### config.mk
export PLATFORM = sky130hd
export DESIGN_NAME = lut_multiplier_radix4_seq_flat
export DESIGN_NICKNAME = d
export VERILOG_FILES = /design/src/rtl/lut_multiplier_radix4_seq_pkg.sv /design/src/rtl/lut_multiplier_radix4_seq_if.sv /design/src/rtl/lut_multiplier_radix4_seq_pp.sv /design/src/rtl/lut_multiplier_radix4_seq.sv /design/src/flat_wrapper.sv
export SDC_FILE = /design/constraint.sdc
export NUM_CORES = 1
export LEC_CHECK = 0
export ABC_AREA = 1
export BUFFER_PORTS_ARGS = -buffer_cell sky130_fd_sc_hd__clkbuf_2
export CAP_MARGIN = 20
export CELL_PAD_IN_SITES_DETAIL_PLACEMENT = 1
export CELL_PAD_IN_SITES_GLOBAL_PLACEMENT = 2
export CORE_UTILIZATION = 30
export DETAILED_ROUTE_END_ITERATION = 7
export PLACE_DENSITY = 0.73
export SYNTH_ARGS = -nofsm -noshare
export SYNTH_HDL_FRONTEND = slang
export SYNTH_SLANG_ARGS = --single-unit
export TNS_END_PERCENT = 20
### constraint.sdc
create_clock -name clk_mr -period 2.93 [get_ports clk_mr]
set_input_delay 0.293 -clock clk_mr [delete_from_list [all_inputs] [get_ports clk_mr]]
set_output_delay 0.293 -clock clk_mr [all_outputs]
set_load 0.05 [all_outputs]
### src/rtl/lut_multiplier_radix4_seq_pkg.sv
// Shared types and constants for the radix-4 LUT multiplier.
package lut_mult_pkg;

    typedef enum logic {
        IDLE = 1'b0,
        RUN  = 1'b1
    } state_t;

    // Radix-4 digit codes selecting 0, A, 2A or 3A.
    localparam logic [1:0] D0 = 2'd0;
    localparam logic [1:0] D1 = 2'd1;
    localparam logic [1:0] D2 = 2'd2;
    localparam logic [1:0] D3 = 2'd3;

    // Number of 2-bit multiplier digits.
    function automatic int ndig(input int b_width);
        return b_width / 2;
    endfunction

    // Full-precision product width.
    function automatic int prod_width(input int a_width, input int b_width);
        return a_width + b_width;
    endfunction

endpackage

### src/rtl/lut_multiplier_radix4_seq_if.sv
// Start/busy/done handshake and operand/result bus of the radix-4 multiplier.
interface lut_multiplier_radix4_seq_if #(
    parameter int A_WIDTH = 4,
    parameter int B_WIDTH = 8
);
    logic                       start_mr;
    logic [A_WIDTH-1:0]         source_number_mr_0;
    logic [B_WIDTH-1:0]         source_number_mr_1;
    logic                       busy_mr;
    logic                       done_mr;
    logic [A_WIDTH+B_WIDTH-1:0] result_mr;

    modport master (
        output start_mr, source_number_mr_0, source_number_mr_1,
        input  busy_mr, done_mr, result_mr
    );

    modport slave (
        input  start_mr, source_number_mr_0, source_number_mr_1,
        output busy_mr, done_mr, result_mr
    );
endinterface

### src/rtl/lut_multiplier_radix4_seq_pp.sv
// Combinational 2-bit partial-product lookup: 0, A, 2A or 3A.
module lut_pp_2b
    import lut_mult_pkg::*;
#(
    parameter int A_WIDTH = 4
) (
    input  logic [A_WIDTH-1:0] a,
    input  logic [1:0]         d,
    output logic [A_WIDTH+1:0] pp
);
    logic [A_WIDTH+1:0] a_x1;
    logic [A_WIDTH+1:0] a_x2;

    assign a_x1 = {2'b00, a};
    assign a_x2 = {1'b0, a, 1'b0};

    // Select the multiple of A named by the current digit.
    always_comb begin
        pp = '0;
        case (d)
            D0:      pp = '0;
            D1:      pp = a_x1;
            D2:      pp = a_x2;
            D3:      pp = a_x1 + a_x2;
            default: pp = '0;
        endcase
    end
endmodule

### src/rtl/lut_multiplier_radix4_seq.sv
// Sequential unsigned multiplier retiring two multiplier bits per clock.
module lut_multiplier_radix4_seq
    import lut_mult_pkg::*;
#(
    parameter int A_WIDTH    = 4,
    parameter int B_WIDTH    = 8,
    parameter int EARLY_EXIT = 0
) (
    input  logic                  clk_mr,
    input  logic                  resetn_mr,
    lut_multiplier_radix4_seq_if.slave bus
);
    localparam int NDIG = ndig(B_WIDTH);
    localparam int PW   = prod_width(A_WIDTH, B_WIDTH);
    localparam int KW   = (NDIG > 1) ? $clog2(NDIG) : 1;
    localparam logic [KW-1:0] K_LAST = KW'(NDIG - 1);

    generate
        if ((B_WIDTH % 2) != 0 || B_WIDTH < 2) begin : g_bad_b_width
            $error("lut_multiplier_radix4_seq: B_WIDTH must be even and >= 2");
        end
        if (A_WIDTH < 1) begin : g_bad_a_width
            $error("lut_multiplier_radix4_seq: A_WIDTH must be >= 1");
        end
    endgenerate

    state_t             state_q, state_d;
    logic [A_WIDTH-1:0] a_q;
    logic [B_WIDTH-1:0] b_q;
    logic [PW-1:0]      acc_q;
    logic [KW-1:0]      k_q;
    logic [PW-1:0]      res_q;
    logic               done_q;
    logic               busy_q;

    logic [A_WIDTH+1:0] pp;
    logic [PW-1:0]      pp_sh;
    logic [PW-1:0]      acc_nxt;
    logic               last;

    lut_pp_2b #(.A_WIDTH(A_WIDTH)) u_pp (
        .a  (a_q),
        .d  (b_q[1:0]),
        .pp (pp)
    );

    assign pp_sh   = PW'(pp) << {k_q, 1'b0};
    assign acc_nxt = acc_q + pp_sh;
    // Early exit fires once every digit above the current one is zero.
    assign last    = (k_q == K_LAST) || ((EARLY_EXIT != 0) && ((b_q >> 2) == '0));

    // State register.
    always_ff @(posedge clk_mr or negedge resetn_mr) begin
        if (!resetn_mr) state_q <= IDLE;
        else            state_q <= state_d;
    end

    // Next-state: start only honoured in IDLE, RUN leaves on the last digit.
    always_comb begin
        state_d = state_q;
        case (state_q)
            IDLE:    if (bus.start_mr) state_d = RUN;
            RUN:     if (last)         state_d = IDLE;
            default: state_d = IDLE;
        endcase
    end

    // Operand capture, shift-and-accumulate, and registered result/handshake.
    always_ff @(posedge clk_mr or negedge resetn_mr) begin
        if (!resetn_mr) begin
            a_q    <= '0;
            b_q    <= '0;
            acc_q  <= '0;
            k_q    <= '0;
            res_q  <= '0;
            done_q <= 1'b0;
            busy_q <= 1'b0;
        end else begin
            done_q <= 1'b0;
            case (state_q)
                IDLE: begin
                    if (bus.start_mr) begin
                        a_q    <= bus.source_number_mr_0;
                        b_q    <= bus.source_number_mr_1;
                        acc_q  <= '0;
                        k_q    <= '0;
                        busy_q <= 1'b1;
                    end
                end
                RUN: begin
                    acc_q <= acc_nxt;
                    b_q   <= b_q >> 2;
                    k_q   <= k_q + KW'(1);
                    if (last) begin
                        res_q  <= acc_nxt;
                        done_q <= 1'b1;
                        busy_q <= 1'b0;
                    end
                end
                default: ;
            endcase
        end
    end

    assign bus.busy_mr   = busy_q;
    assign bus.done_mr   = done_q;
    assign bus.result_mr = res_q;
endmodule
### src/flat_wrapper.sv
// flat-port wrapper written by rule: the top's interface ports become plain ports
module lut_multiplier_radix4_seq_flat import lut_mult_pkg::*;
#(
    parameter int A_WIDTH    = 4,
    parameter int B_WIDTH    = 8,
    parameter int EARLY_EXIT = 0
)
  (clk_mr, resetn_mr, bus_start_mr, bus_source_number_mr_0, bus_source_number_mr_1, bus_busy_mr, bus_done_mr, bus_result_mr);
  lut_multiplier_radix4_seq_if #(.A_WIDTH(A_WIDTH), .B_WIDTH(B_WIDTH)) bus_i ();
  input  logic clk_mr;
  input  logic resetn_mr;
  input wire logic [$bits(bus_i.start_mr)-1:0] bus_start_mr;
  input wire logic [$bits(bus_i.source_number_mr_0)-1:0] bus_source_number_mr_0;
  input wire logic [$bits(bus_i.source_number_mr_1)-1:0] bus_source_number_mr_1;
  output wire logic [$bits(bus_i.busy_mr)-1:0] bus_busy_mr;
  output wire logic [$bits(bus_i.done_mr)-1:0] bus_done_mr;
  output wire logic [$bits(bus_i.result_mr)-1:0] bus_result_mr;
  assign bus_i.start_mr = bus_start_mr;
  assign bus_i.source_number_mr_0 = bus_source_number_mr_0;
  assign bus_i.source_number_mr_1 = bus_source_number_mr_1;
  assign bus_busy_mr = bus_i.busy_mr;
  assign bus_done_mr = bus_i.done_mr;
  assign bus_result_mr = bus_i.result_mr;
  lut_multiplier_radix4_seq #(.A_WIDTH(A_WIDTH), .B_WIDTH(B_WIDTH), .EARLY_EXIT(EARLY_EXIT)) u_core (.clk_mr(clk_mr), .resetn_mr(resetn_mr), .bus(bus_i));
endmodule
==> impl_metrics.yaml, run 1 <==
status:
  outcome: "complete, but fails checks"
  violations: "hold timing"
worst_setup_path:
  end_kind: "register"
  critPathLaunch: "u_core.a_q[1]$_DFFE_PN0P_"
  crit_path_max_fanout: 4
  crit-reg2reg-launch: "u_core.a_q[1]$_DFFE_PN0P_"
  setup.worst_path.class: "register to register"
  cp_data_required_time_ps: 3120
  timing.reg2reg.worst_path_depth: 19
  critical_path.startpoint_type: "register"
  cp.arrival_ps: 2980
logic_synthesis:
  sequential_share_of_the_synthesized_area_pct: 39.7
  synth_enable_flop_cells: 0
  top_post_synthesis_cells_by_area: "sky130_fd_sc_hd__dfrtp_1 (40%), sky130_fd_sc_hd__nand2_1 (16%), sky130_fd_sc_hd__nand3_1 (8.5%)"
  synth_ff_type: "sky130_fd_sc_hd__dfrtp_1"
  netlist-cell-type-count: 30
  number_of_synthesized_register_bits: 41
  mappedNetlistArea_um2: 2580
  async_reset_ff_share_pct: 100
  syn_nets: 379
  synth_top_cell_area_share_pct: 39.7
  syn_inst: 346
  syn_avg_cell_area_um2: 7.46
  most_area_hungry_cell_type_in_the_yosys_netlist: "sky130_fd_sc_hd__dfrtp_1"
  synthesis.yosys.warnings: 0
clock_tree:
  clkSlewWorstSetupHoldPaths_ps: 80
  postCtsHoldBufs: 0
  clock_tree_from_tritoncts: "built"
  cts_htree_levels: 2
  insertion_delay_ps: 300
  cts_num_sinks: 41
  cts_made_buffers: 5
  clock_tree_buffer_depth: 2
  clock-root-buffer: "sky130_fd_sc_hd__clkbuf_8"
timing:
  rsz0062_at_grt: "yes"
  final-setup-viol-count: 0
  slew_viol_final: 0
  timing_hold_violations_final: 4
  slew-limit-headroom_pct: 53.1
  worst_slew_pin_slew_ps: 703
  timing.final.crit_share_pct: 95.2
  fin_tns_setup_ps: 0
  timing.fmax_mhz: 359
  final_period_minus_worst_setup_slack_ps: 2790
  timing.clock.skew_ps: 7.03
  hold_slack_ps: -2.25
  worst_setup_slack_final_ps: 141
die:
  i_o_pin_count: 29
  placementRows: 33
  floorplan.die_area_um2: 8980
  fp.coreArea_um2: 8260
  initial_utilization_pct: 31.3
  floorplan.die.height_um: 94.8
  fp.dieW_um: 94.8
layout:
  mostFrequentLayoutCell: "sky130_fd_sc_hd__nand2_1"
  multi_input_comb_area_um2: 1560
  nNetsFinal: 427
  n_fill_cell: 1028
  utilization_pct: 39.8
  area.sequential_um2: 1030
  layout.cells.most_common_list: "sky130_fd_sc_hd__nand2_1 (102), sky130_fd_sc_hd__dfrtp_1 (40), sky130_fd_sc_hd__nand3_1 (38)"
  drive_above_1_share_pct: 28.7
  area_growth_pct: 27.3
  antenna-diode-count: 0
  finalNonFillerCells: 499
detailed_routing:
  avgRoutedWirePerCell_um: 15.1
  drt-total-wl_mm: 7.52
  dr_total_vias: 2405
  postRouteAntennaNets: 0
  drt_pre_antenna_iters: 4
  detail_route.vias_per_cell: 4.82
  first_iter_violations: 80
  post-route-drc-count: 0
place:
  port_buffers: 28
  post-place-ws_ps: -122
  weighted_congestion_at_the_end_of_routability_driven_global_placement: 0.868
  placed_cells_incl_taps: 483
  place_hpwl_mm: 5.49
power_and_ir_drop:
  netSwitchingFraction_pct: 50.1
  internal_power_w: 0.00203
  leak_pwr_nw: 1.66
  pwr-share-seq_pct: 25.4
  power_per_cell_area_nw_per_um2: 1240
  power.share.clock_pct: 11.1
  switching_power_w: 0.00204
  comb_power_share_pct: 63.4
  worst_vdd_ir_mv: 0.427
grt:
  vias_in_the_first_global_route: 2438
  grt_first_pass_wirelength_mm: 12.4
  grt_max_degree: 25
  antenna_found_initial: 0
  overflow: 0
  gr-usage-all-layers_pct: 18.4
flow_run:
  max-cap-violations: 0
min_path:
  hp-class: "primary input to async pin"
==> worst max-delay path: stages, from the launching register on <==
cell	delay, ps
sky130_fd_sc_hd__dfrtp_1	400
sky130_fd_sc_hd__ha_2	200
sky130_fd_sc_hd__fa_2	420
sky130_fd_sc_hd__inv_2	60
sky130_fd_sc_hd__nand2_1	60
sky130_fd_sc_hd__nand3_2	80
sky130_fd_sc_hd__nand3_2	90
sky130_fd_sc_hd__nand2_1	80
sky130_fd_sc_hd__nand2_1	80
sky130_fd_sc_hd__inv_2	70
sky130_fd_sc_hd__nor2_2	50
sky130_fd_sc_hd__ha_4	310
sky130_fd_sc_hd__nand2_1	90
sky130_fd_sc_hd__inv_1	80
sky130_fd_sc_hd__a21oi_2	60
sky130_fd_sc_hd__buf_4	150
sky130_fd_sc_hd__o21ai_0	140
sky130_fd_sc_hd__nand2_1	90
sky130_fd_sc_hd__nand3_1	100
sky130_fd_sc_hd__nand2_1	70
==> Yosys cell counts, drive strengths merged, types with 3 or more instances <==
cell,count
nand4,7
a21oi,9
nor2,20
buf,5
o21ai,20
nand2,116
o211ai,4
nand3,44
inv,42
clkbuf,3
dfrtp,41
ha,16
==> routing by layer <==
| metal | share of wire (%) | wire length [µm] | track usage (%) | vias to the layer above |
|---|---|---|---|---|
| met4 | 1.8 | 133 | 6.19 | 0 |
| li1 | - | - | - | 1215 |
| met3 | 1.9 | 141 | 2.58 | 7 |
| met5 | 0 | 0 | 0 | - |
| met2 | 47 | 3500 | 29.7 | 23 |
| met1 | 50 | 3750 | 25.2 | 1160 |
==> power by group through the flow <==
stage	Combinational, W	Sequential (W)	Clock, W
after CTS	0.00216	0.00103	0.000473
after global routing	0.00288	0.00107	0.000488
after floorplan	0.00127	0.00123	0
final	0.00259	0.00104	0.000453
after global placement	0.00207	0.00103	0
after detailed placement	0.00210	0.00103	0
==> layout make-up <==
type	count	share of cell area, %
tap	105	4.00
inverter	44	5.02
clock buffer	5	2.09
sequential	41	31.2
clock inverter	2	1.07
multi-input combinational	253	47.5
timing repair buffer	49	9.06
==> registers in the layout, indices dropped and copies added (netlist names) <==
signal                cells
u_core.state_q            1
u_core.b_q                8
u_core.bus.done_mr        1
u_core.acc_q             12
u_core.k_q                2
u_core.a_q                4
u_core.bus.busy_mr        1
u_core.bus.result_mr     12
==> through the flow <==
stage | cell area [µm²] | hold slack [ps] | power [W]
after global placement | 2900 | 339 | 0.00309
after global routing | 3290 | 45.6 | 0.00444
final | 3290 | -2.25 | 0.00407
after detailed placement | 2900 | 343 | 0.00314
after CTS | 3020 | 13.0 | 0.00366
after floorplan | 2580 | -2.59 | 0.00251
==> worst paths after layout <==
path | end | slack, ps
max | u_core.bus.result_mr[6]$_DFFE_PN0P_ | 140
min | u_core.b_q[7]$_DFFE_PN0P_ | -2
max in group asynchronous | u_core.a_q[2]$_DFFE_PN0P_ | 2210
min in group clk_mr | u_core.b_q[6]$_DFFE_PN0P_ | 220
max reg2reg | u_core.bus.result_mr[6]$_DFFE_PN0P_ | 140
min reg2reg | u_core.b_q[6]$_DFFE_PN0P_ | 480
==> cell families (layout without fill, tap and decap cells) <==
group	after synthesis	after routing	share of synthesized area, %
buffers and inverters	52	100	8.14
xor gates and xnor gates	4	4	1.36
muxes	3	3	1.26
adders and majority gates	18	18	9.30
AOI/OAI and AO/OA	38	38	8.72
DFF	41	41	39.7
and+or+nand+nor	190	190	31.5
==> repair_timing <==
item / 4_1_cts / 5_1_grt
pin swaps: 1 / 17
setup endpoints to repair: 10 / 16
setup buffers: 1 / 8
gates resized for setup: 5 / 45
cloned: 0 / 0
Power figures use the tool's default switching activity.
==> run 2, diff against run 1 <==
--- a/config.mk
+++ b/config.mk
@@ -13,6 +13,7 @@
 export CORE_UTILIZATION = 30
 export DETAILED_ROUTE_END_ITERATION = 7
 export PLACE_DENSITY = 0.73
+export RECOVER_POWER = 50
 export SYNTH_ARGS = -nofsm -noshare
 export SYNTH_HDL_FRONTEND = slang
 export SYNTH_SLANG_ARGS = --single-unit
==> run 2 against run 1 <==
- the flow now finishes without violations
- design area fell by 0.34%
- combinational power hardly changed
- clock-buffer cell count did not move
- first-iteration DRC count decreased by 24%
- sequential share of layout area rose by 0.11 points
- clock power is essentially flat
- setup slack got worse by 2.9 ps
- die area did not move
- critical path type unchanged
- largest power group unchanged
==> impl_metrics.yaml, run 2 (synthesized netlist as in run 1, its figures left out) <==
flow_run:
  max-cap-violations: 0
status:
  outcome: "finished, final reports clean"
layout:
  nNetsFinal: 427
  area_growth_pct: 26.9
  antenna-diode-count: 0
  area.sequential_um2: 1030
  layout.cells.most_common_list: "sky130_fd_sc_hd__nand2_1 (102), sky130_fd_sc_hd__dfrtp_1 (40), sky130_fd_sc_hd__nand3_1 (38)"
  finalInstanceArea_um2: 3280
  n_fill_cell: 1028
  multi_input_comb_area_um2: 1560
  utilization_pct: 39.7
  drive_above_1_share_pct: 26.9
  mostFrequentLayoutCell: "sky130_fd_sc_hd__nand2_1"
place:
  weighted_congestion_at_the_end_of_routability_driven_global_placement: 0.868
  placed_cell_area_um2: 2900
  place_hpwl_mm: 5.49
  port_buffers: 28
timing:
  timing.final.crit_share_pct: 95.3
  rsz0062_at_grt: "yes"
  timing.fmax_mhz: 358
  worst_slew_pin_slew_ps: 1340
  timing.clock.skew_ps: 6.44
  final_period_minus_worst_setup_slack_ps: 2790
  slew-limit-headroom_pct: 10.8
  final-setup-viol-count: 0
  timing_hold_violations_final: 0
  slew_viol_final: 0
worst_setup_path:
  cp_data_required_time_ps: 3120
  crit_path_max_incr_delay_ps: 420
  path_cells: "ha_2 > fa_2 > inv_2 > nand2_1 > nand3_2 > nand3_2 > nand2_1 > nand2_1 > inv_2 > nor2_2 > ha_4 > nand2_1 > inv_1 > a21oi_2 > buf_4 > o21ai_0 > nand2_1 > nand3_1 > nand2_1"
  crit-reg2reg-launch: "u_core.a_q[1]$_DFFE_PN0P_"
  crit_path_frequent_cell: "sky130_fd_sc_hd__nand2_1"
  setup.worst_path.class: "register to register"
  crit_path_max_fanout: 4
  critical_path.startpoint_type: "register"
  end_kind: "register"
  critical_path.slowest_cell: "sky130_fd_sc_hd__fa_2"
  rrSetupSlack_ps: 140
  cp.arrival_ps: 2980
  critPathLaunch: "u_core.a_q[1]$_DFFE_PN0P_"
  timing.reg2reg.worst_path_depth: 19
  reg2reg_to: "u_core.bus.result_mr[6]$_DFFE_PN0P_"
grt:
  overflow: 0
  vias_in_the_first_global_route: 2438
  grt_max_degree: 25
  gr-usage-all-layers_pct: 18.4
  antenna_found_initial: 0
  grt_first_pass_wirelength_mm: 12.4
min_path:
  worst_hold_path.num_cells: 2
  timing.hold.worst_endpoint: "u_core.a_q[0]$_DFFE_PN0P_"
  min_from: "bus_source_number_mr_0[0]"
  hp-class: "primary input to register"
clock_tree:
  clock-root-buffer: "sky130_fd_sc_hd__clkbuf_8"
  cts_htree_levels: 2
  clock_tree_from_tritoncts: "built"
  cts_made_buffers: 5
  clkSlewWorstSetupHoldPaths_ps: 80
  cts_num_sinks: 41
  insertion_delay_ps: 300
  postCtsHoldBufs: 0
  clock_tree_buffer_depth: 2
detailed_routing:
  post-route-drc-count: 0
  avgRoutedWirePerCell_um: 15.0
  first_iter_violations: 61
  postRouteAntennaNets: 0
  drt_pre_antenna_iters: 4
  detail_route.vias_per_cell: 4.83
  drt-total-wl_mm: 7.50
  dr_total_vias: 2408
die:
  fp.dieW_um: 94.8
  floorplan.die_area_um2: 8980
  placementRows: 33
  initial_utilization_pct: 31.3
  floorplan.die.height_um: 94.8
  i_o_pin_count: 29
  fp.coreArea_um2: 8260
power_and_ir_drop:
  leak_pwr_nw: 1.64
  worst_vdd_ir_mv: 0.427
  power_per_cell_area_nw_per_um2: 1240
[run 2: final cells by class]
class / count / share of cell area [%]
clock buffers: 5 / 2.10
multi-input cells: 253 / 47.7
well taps: 105 / 4.01
inverters: 44 / 5.04
repair buffers: 49 / 8.74
clock inverters: 2 / 1.07
flip-flops and latches: 41 / 31.3
[run 2: power breakdown]
group	internal (W)	total [W]	switching, W
Clock	0.000248	0.000453	0.000205
Sequential	0.000809	0.00104	0.000227
Combinational	0.000966	0.00258	0.00161
[run 2: critical path: cells and delay by family, from the launching register on]
family                     cells  cell delay [ps]
and+or+nand+nor               10              790
AOI/OAI and AO/OA              2              200
buffers and inverters          4              360
adders and majority gates      3              930
DFF                            1              400
[run 2: worst max path at each step]
stage                                                 to  slack, ps  depth (start not counted)
detailed placement   u_core.bus.result_mr[6]$_DFFE_PN0P_       -120                         14
CTS                 u_core.bus.result_mr[11]$_DFFE_PN0P_         20                         19
finish               u_core.bus.result_mr[6]$_DFFE_PN0P_        140                         19
floorplan            u_core.bus.result_mr[6]$_DFFE_PN0P_        300                         14
global route        u_core.bus.result_mr[10]$_DFFE_PN0P_        -30                         18
global placement     u_core.bus.result_mr[6]$_DFFE_PN0P_        -70                         14
[run 2: per-stage QoR]
stage	TNS [ps]	hold slack, ps	worst slack [ps]	instances	total power [W]
2_1_floorplan	0	-2.59	300	346	0.00251
3_3_place_gp	-163	339	-72.0	483	0.00309
3_5_place_dp	-391	343	-122	483	0.00314
4_1_cts	0	13.0	21.8	491	0.00366
5_1_grt	-147	235	-26.8	499	0.00443
6_report	0	226	138	499	0.00407
[run 2: timing repair]
| action | CTS | global route |
|---|---|---|
| gates resized for setup | 5 | 45 |
| endpoints found under the setup margin | 10 | 16 |
| pin swaps | 1 | 17 |
| endpoints found under the hold margin | 0 | 0 |
| setup buffers | 1 | 8 |
[run 2: routing by layer]
layer,track usage [%],wire (µm),vias to the layer above,share of wire (%)
met5,0,0,-,0
met4,6.19,133,0,1.8
met3,2.58,144,7,1.9
met2,29.7,3420,23,46
met1,25.2,3800,1164,51
li1,-,-,1214,-
